**config.mk**
```make
export PLATFORM = sky130hd
export DESIGN_NAME = output_port_arbiter
export DESIGN_NICKNAME = d
export VERILOG_FILES = /design/src/rtl/output_port_arbiter_pkg.sv /design/src/rtl/output_port_arbiter_rr.sv /design/src/rtl/output_port_arbiter.sv
export SDC_FILE = /design/constraint.sdc
export NUM_CORES = 1
export LEC_CHECK = 0
export BUFFER_PORTS_ARGS = -buffer_cell sky130_fd_sc_hd__buf_2
export CAP_MARGIN = 20
export CORE_ASPECT_RATIO = 1.25
export CORE_MARGIN = 2
export CORE_UTILIZATION = 39
export CTS_CLUSTER_DIAMETER = 30
export DETAILED_ROUTE_END_ITERATION = 8
export PLACE_DENSITY = 0.56
export SLEW_MARGIN = 20
export SYNTH_ARGS = -nofsm -noshare
export SYNTH_HDL_FRONTEND = slang
export SYNTH_SLANG_ARGS = --single-unit
```
**constraint.sdc**
```tcl
create_clock -name clk -period 8.65 [get_ports clk]
set_clock_uncertainty 0.1 [all_clocks]
set_input_delay 1.2975 -clock clk [delete_from_list [all_inputs] [get_ports clk]]
set_output_delay 1.2975 -clock clk [all_outputs]
set_load 0.05 [all_outputs]
```
**src/rtl/output_port_arbiter_pkg.sv**
```systemverilog
// Shared types for the router output-port arbiter: flit types, lock FSM state and lock record.
package output_port_arbiter_pkg;

  localparam int unsigned NumRouterPorts = 5;
  localparam int unsigned NumVirtChn     = 2;
  localparam int unsigned VcWidth        = (NumVirtChn > 1) ? $clog2(NumVirtChn) : 1;
  localparam int unsigned ReqWidth       = $clog2(NumRouterPorts);

  typedef enum logic [1:0] {
    HEAD_FLIT = 2'b00,
    BODY_FLIT = 2'b01,
    TAIL_FLIT = 2'b10
  } flit_type_t;

  typedef enum logic {
    ARB_IDLE,
    ARB_LOCKED
  } arb_st_t;

  typedef struct packed {
    arb_st_t               st;
    logic [ReqWidth-1:0]   owner;
  } s_arb_lock_t;

endpackage

```
**src/rtl/output_port_arbiter_rr.sv**
```systemverilog
// N-way round-robin arbiter: search starts one past ptr_i and wraps; one-hot grant plus index.
module rr_arbiter #(
  parameter int unsigned N    = 5,
  parameter int unsigned IdxW = (N > 1) ? $clog2(N) : 1
) (
  input  logic [N-1:0]    req_i,
  input  logic [IdxW-1:0] ptr_i,
  output logic [N-1:0]    grant_o,
  output logic [IdxW-1:0] grant_idx_o,
  output logic            grant_valid_o
);

  logic [IdxW-1:0] idx;

  always_comb begin
    grant_o       = '0;
    grant_idx_o   = '0;
    grant_valid_o = 1'b0;
    idx           = '0;
    for (int unsigned off = 1; off <= N; off++) begin
      idx = IdxW'((32'(ptr_i) + off) % N);
      if (!grant_valid_o && req_i[idx]) begin
        grant_o[idx]  = 1'b1;
        grant_idx_o   = idx;
        grant_valid_o = 1'b1;
      end
    end
  end

endmodule

```
**src/rtl/output_port_arbiter.sv**
```systemverilog
// Wormhole output-port arbiter: per-VC round-robin on HEAD flits, VC locked to its winner until TAIL.
// Optional forced unlock of stalled VCs when OUT_ARB_TIMEOUT_EN is defined.
module output_port_arbiter
  import output_port_arbiter_pkg::*;
#(
  parameter int unsigned NUM_REQ      = NumRouterPorts,
  parameter int unsigned NUM_VC       = NumVirtChn,
  parameter int unsigned LOCK_TIMEOUT = 64
) (
  input  logic                             clk,
  input  logic                             arst_n,
  input  logic [NUM_REQ-1:0]               req_i,
  input  logic [NUM_REQ-1:0][VcWidth-1:0]  vc_id_i,
  input  logic [NUM_REQ-1:0][1:0]          type_i,
  input  logic [NUM_REQ-1:0]               last_i,
  input  logic [NUM_VC-1:0]                vc_ready_i,
  output logic [NUM_REQ-1:0]               grant_o,
  output logic [VcWidth-1:0]               grant_vc_o,
  output logic                             grant_valid_o,
  output logic [NUM_VC-1:0]                lock_o,
  output logic                             stall_err_o
);

  s_arb_lock_t [NUM_VC-1:0]                lock_q, lock_d;
  logic        [NUM_VC-1:0][ReqWidth-1:0]  ptr_q, ptr_d;

  logic [NUM_VC-1:0][NUM_REQ-1:0]  head_req;
  logic [NUM_VC-1:0][NUM_REQ-1:0]  rr_grant;
  logic [NUM_VC-1:0][ReqWidth-1:0] rr_idx;
  logic [NUM_VC-1:0]               rr_valid;

  logic [NUM_VC-1:0]               cand;
  logic [NUM_VC-1:0][NUM_REQ-1:0]  cand_oh;
  logic [NUM_VC-1:0][ReqWidth-1:0] cand_idx;

  logic                sel_valid;
  logic [VcWidth-1:0]  sel_vc;
  logic [NUM_VC-1:0]   xfer_vc;
  logic [NUM_VC-1:0]   force_unlock;

  always_comb begin
    head_req = '0;
    for (int unsigned v = 0; v < NUM_VC; v++) begin
      for (int unsigned r = 0; r < NUM_REQ; r++) begin
        head_req[v][r] = req_i[r] && (vc_id_i[r] == VcWidth'(v)) && (type_i[r] == HEAD_FLIT);
      end
    end
  end

  for (genvar v = 0; v < NUM_VC; v++) begin : g_rr
    rr_arbiter #(
      .N    (NUM_REQ),
      .IdxW (ReqWidth)
    ) u_rr (
      .req_i         (head_req[v]),
      .ptr_i         (ptr_q[v]),
      .grant_o       (rr_grant[v]),
      .grant_idx_o   (rr_idx[v]),
      .grant_valid_o (rr_valid[v])
    );
  end

  // Locked VCs only listen to their owner's non-HEAD flits; everything else is ignored.
  always_comb begin
    cand     = '0;
    cand_oh  = '0;
    cand_idx = '0;
    for (int unsigned v = 0; v < NUM_VC; v++) begin
      if (lock_q[v].st == ARB_IDLE) begin
        cand[v]     = rr_valid[v];
        cand_oh[v]  = rr_grant[v];
        cand_idx[v] = rr_idx[v];
      end else if (req_i[lock_q[v].owner] &&
                   (vc_id_i[lock_q[v].owner] == VcWidth'(v)) &&
                   (type_i[lock_q[v].owner] != HEAD_FLIT)) begin
        cand[v]                     = 1'b1;
        cand_oh[v][lock_q[v].owner] = 1'b1;
        cand_idx[v]                 = lock_q[v].owner;
      end
    end
  end

  // Ascending scan so the highest ready VC with a candidate is the one left selected.
  always_comb begin
    sel_valid = 1'b0;
    sel_vc    = '0;
    for (int unsigned v = 0; v < NUM_VC; v++) begin
      if (cand[v] && vc_ready_i[v]) begin
        sel_valid = 1'b1;
        sel_vc    = VcWidth'(v);
      end
    end
    grant_valid_o = sel_valid && arst_n;
    grant_o       = grant_valid_o ? cand_oh[sel_vc] : '0;
    grant_vc_o    = grant_valid_o ? sel_vc : '0;
    xfer_vc       = '0;
    for (int unsigned v = 0; v < NUM_VC; v++) begin
      xfer_vc[v] = grant_valid_o && (sel_vc == VcWidth'(v));
    end
  end

  always_comb begin
    lock_d = lock_q;
    ptr_d  = ptr_q;
    for (int unsigned v = 0; v < NUM_VC; v++) begin
      if (xfer_vc[v]) begin
        if (lock_q[v].st == ARB_IDLE) begin
          ptr_d[v] = cand_idx[v];
          if (!last_i[cand_idx[v]]) begin
            lock_d[v].st    = ARB_LOCKED;
            lock_d[v].owner = cand_idx[v];
          end
        end else if (type_i[cand_idx[v]] == TAIL_FLIT) begin
          lock_d[v].st = ARB_IDLE;
        end
      end else if (force_unlock[v]) begin
        lock_d[v].st = ARB_IDLE;
      end
    end
  end

  always_ff @(posedge clk or negedge arst_n) begin
    if (!arst_n) begin
      for (int unsigned v = 0; v < NUM_VC; v++) begin
        lock_q[v].st    <= ARB_IDLE;
        lock_q[v].owner <= '0;
        ptr_q[v]        <= ReqWidth'(NUM_REQ - 1);
      end
    end else begin
      lock_q <= lock_d;
      ptr_q  <= ptr_d;
    end
  end

  always_comb begin
    lock_o = '0;
    for (int unsigned v = 0; v < NUM_VC; v++) begin
      lock_o[v] = (lock_q[v].st == ARB_LOCKED);
    end
  end

`ifdef OUT_ARB_TIMEOUT_EN
  localparam int unsigned TimerW = $clog2(LOCK_TIMEOUT) + 1;

  logic [NUM_VC-1:0][TimerW-1:0] timer_q, timer_d;
  logic                          stall_err_q;

  always_comb begin
    force_unlock = '0;
    timer_d      = timer_q;
    for (int unsigned v = 0; v < NUM_VC; v++) begin
      if (lock_q[v].st == ARB_IDLE || xfer_vc[v]) begin
        timer_d[v] = '0;
      end else if (timer_q[v] == TimerW'(LOCK_TIMEOUT - 1)) begin
        force_unlock[v] = 1'b1;
        timer_d[v]      = '0;
      end else begin
        timer_d[v] = timer_q[v] + 1'b1;
      end
    end
  end

  always_ff @(posedge clk or negedge arst_n) begin
    if (!arst_n) begin
      timer_q     <= '0;
      stall_err_q <= 1'b0;
    end else begin
      timer_q     <= timer_d;
      stall_err_q <= |force_unlock;
    end
  end

  assign stall_err_o = stall_err_q;
`else
  assign force_unlock = '0;
  assign stall_err_o  = 1'b0;
`endif

endmodule

```
==> flow_summary.toml <==
[critical_path]
worstSetupEndpointType = "primary output"
cp.required_ns = 7.25
crit_arrival_ns = 6.36
slowest_delay_ns = 0.57
path_common_cell = "ha_1"
crit_path_max_fanout = 12
crit_cells = 20
crit_type = "reg2out"
reg2regPathDepth = 20
crit_slowest_cell = "dfrtp_1"
cpLargestDelayFamily = "compound AO/OA/AOI/OAI gates"
crit_chain = "ha_1 > xnor2_1 > inv_1 > ha_1 > nor3b_1 > o22a_1 > xnor2_1 > ha_1 > nor2b_1 > nand2b_1 > o311a_1 > mux2i_1 > nor3_1 > o22ai_1 > and2_1 > o21ai_0 > a221o_1 > a221o_1 > o21ai_0 > buf_2"
setup.worst_path.start_class = "flip-flop"
cp_num_buf_inv = 2

[yosys]
netlist.area_leader.share = 0.107
synth_most_common_cell = "nand2_1"
postSynthAreaPerCell_sq_um = 6.83
synth.area.top_cells = "ha_1 (11%), dfrtp_1 (5.4%), a21oi_1 (4.6%)"
synth_commonest_cells = "nand2_1 (68), nor2_1 (64), a21oi_1 (51), ha_1 (48), o21ai_0 (48)"
ys_ff_latch = 14
synth_cell_types = 88
ys_seq_area_frac = 0.0630
synth_compound_area_frac = 0.370
synth_edf_count = 0
ys_warn_count = 0
synthXorXnorAreaFrac = 0.0357
synth_top_family_by_area = "compound AO/OA/AOI/OAI gates"
synth-simple-area-share = 0.321
syn_area_sq_mm = 0.00560
synth.area.mux_share = 0.0375
synth_ff_type = "dfrtp_1"
async_reset_ff_frac = 1.00
yosysTopAreaCell = "ha_1"
synth-adder-area-share = 0.109
syn-num-nets = 897
syn_inst = 820

[die]
die_width_um = 111
ios = 39
core_sq_mm = 0.0139
fp.dieH_um = 138
dieArea_sq_mm = 0.0153
num_rows = 48
initial_core_util = 0.402

[place]
dp_worst_setup_slack_ns = 1.24
place.gp.congestion = 0.983
dpl.hpwl_um = 16200
portBuffers = 37

[route]
drt_first_iter_violations = 663
drt-wirelength-per-cell_um = 20.3
vias_per_cell = 6.73
totalWireLength_um = 20300
dr.pass1.iters = 5
vias = 6739
ant_nets = 0
drc_errors = 0

[grt]
grt_pass1_vias = 6210
track_usage = 0.252
grt_pass1_wl_um = 31900
grt-ovfl-total = 0
grt_max_degree = 26
antenna_found_initial = 0

[timing]
max_freq_mhz = 129
drv_slew = 0
setup_violations = 0
setup-tns-final_ns = 0
timing.slew.headroom = 0.451
rsz0062_at_grt = "no"
hold_violations = 0
final.min_clock_period_ns = 7.76
layout_setup_ws_ns = 0.890
whs_ns = 0.559
finalCritPeriodShare = 0.897
tightest_slew_ns = 0.813

[cts]
clock_latency_ns = 0.25
cts_setup_buffers = 0
clk_pin_slew_ns = 0.06
cts_tree = "built"
htreeDepth = 1
cts_resized = 0
ctsHoldBuffers = 0
cts_num_sinks = 14
cts_buffers = 3
cts_root_buffer = "clkbuf_16"
clockBufferDepth = 2

[layout]
areaGrowthSynthToFinish_pct = 6.46
antennaDiodeCount = 0
drive_gt1_frac = 0.0955
final_net_count = 905

[flow_run]
drv_cap = 0

[worst_hold_path]
hold-path-cell-count = 2
worstHoldPathType = "reg2reg"

[outcome]
status = "finished clean"
-- metal layers --
layer / share of wire / up-vias / GRT usage
li1: - / 3174 / -
met1: 0.41 / 3193 / 0.301
met2: 0.50 / 323 / 0.472
met3: 0.056 / 49 / 0.0184
met4: 0.040 / 0 / 0.101
met5: 0 / - / 0
-- layout by cell type, fill, tap and decap left out, types with 9 or more instances in the layout --
| master | n |
|---|---|
| a211oi_1 | 13 |
| a21oi_1 | 51 |
| a22oi_1 | 11 |
| a31oi_1 | 15 |
| and2_1 | 15 |
| buf_2 | 37 |
| buf_4 | 9 |
| dfrtp_1 | 12 |
| ha_1 | 48 |
| inv_1 | 38 |
| mux2i_1 | 12 |
| nand2_1 | 68 |
| nand2b_1 | 21 |
| nand3_1 | 33 |
| nand4_1 | 9 |
| nor2_1 | 64 |
| nor2b_1 | 22 |
| nor3_1 | 25 |
| nor4_1 | 12 |
| o211ai_1 | 19 |
| o21ai_0 | 48 |
| o221ai_1 | 9 |
| o22ai_1 | 13 |
| or2_2 | 9 |
| or3_1 | 9 |
| xnor2_1 | 17 |
-- kinds of logic after synthesis --
family,after synthesis
AND/OR/NAND/NOR,337
other,1
XOR/XNOR,22
flip-flops,14
AO/OA/AOI/OAI,293
multiplexers,19
adder cells (fa/ha/maj),49
buffers and inverters,85
-- final timing paths --
kind | end | startpoint | slack [ns]
worst max-delay path | grant_o[0] | ptr_q[1] | 0.89
worst min-delay path | ptr_q[2] | ptr_q[2] | 0.56
worst max register to register | lock_q[1] | ptr_q[1] | 2.10
worst min register to register | ptr_q[2] | ptr_q[2] | 0.56
max in group asynchronous | ptr_q[2] | arst_n | 7.23
min in group asynchronous | ptr_q[3] | arst_n | 0.89
-- cell type report --
cell class              count  area (sq um)
inverters                  42           158
multi-input cells         721          4890
repair buffers             46           253
fillers                  1465          7970
clock buffers               4          88.8
flip-flops and latches     14           353
well taps                 175           219
-- worst reg2reg max path, stage by stage (launching register included) --
cell and delay [ns]:
dfrtp_1 0.57, ha_1 0.37, xnor2_1 0.47, inv_1 0.21, ha_1 0.28, nor3b_1 0.27, o22a_1 0.25, xnor2_1 0.29
ha_1 0.28, nor2b_1 0.21, nand2b_1 0.15, o311a_1 0.28, mux2i_1 0.46, nor3_1 0.13, o22ai_1 0.17, and2_1 0.24
o21ai_0 0.21, a221o_1 0.51, a211o_1 0.31, a311o_1 0.37, mux2_1 0.32
-- metrics by stage --
step / cells / cell area, sq um / utilization
after floorplan: 820 / 5600 / -
after global placement: 998 / 5870 / 0.422
after detailed placement: 998 / 5870 / 0.422
after CTS: 1002 / 5960 / 0.428
after global routing: 1002 / 5960 / 0.428
final: 1002 / 5960 / 0.428
-- registers in the layout (all words and copies together), names as in the netlist --
name	cells
ptr_q	6
lock_o	2
lock_q	6
Power is left out: the tool's default activity adds up to more than one toggle a clock period on the data nets, which glitch-free logic cannot reach.
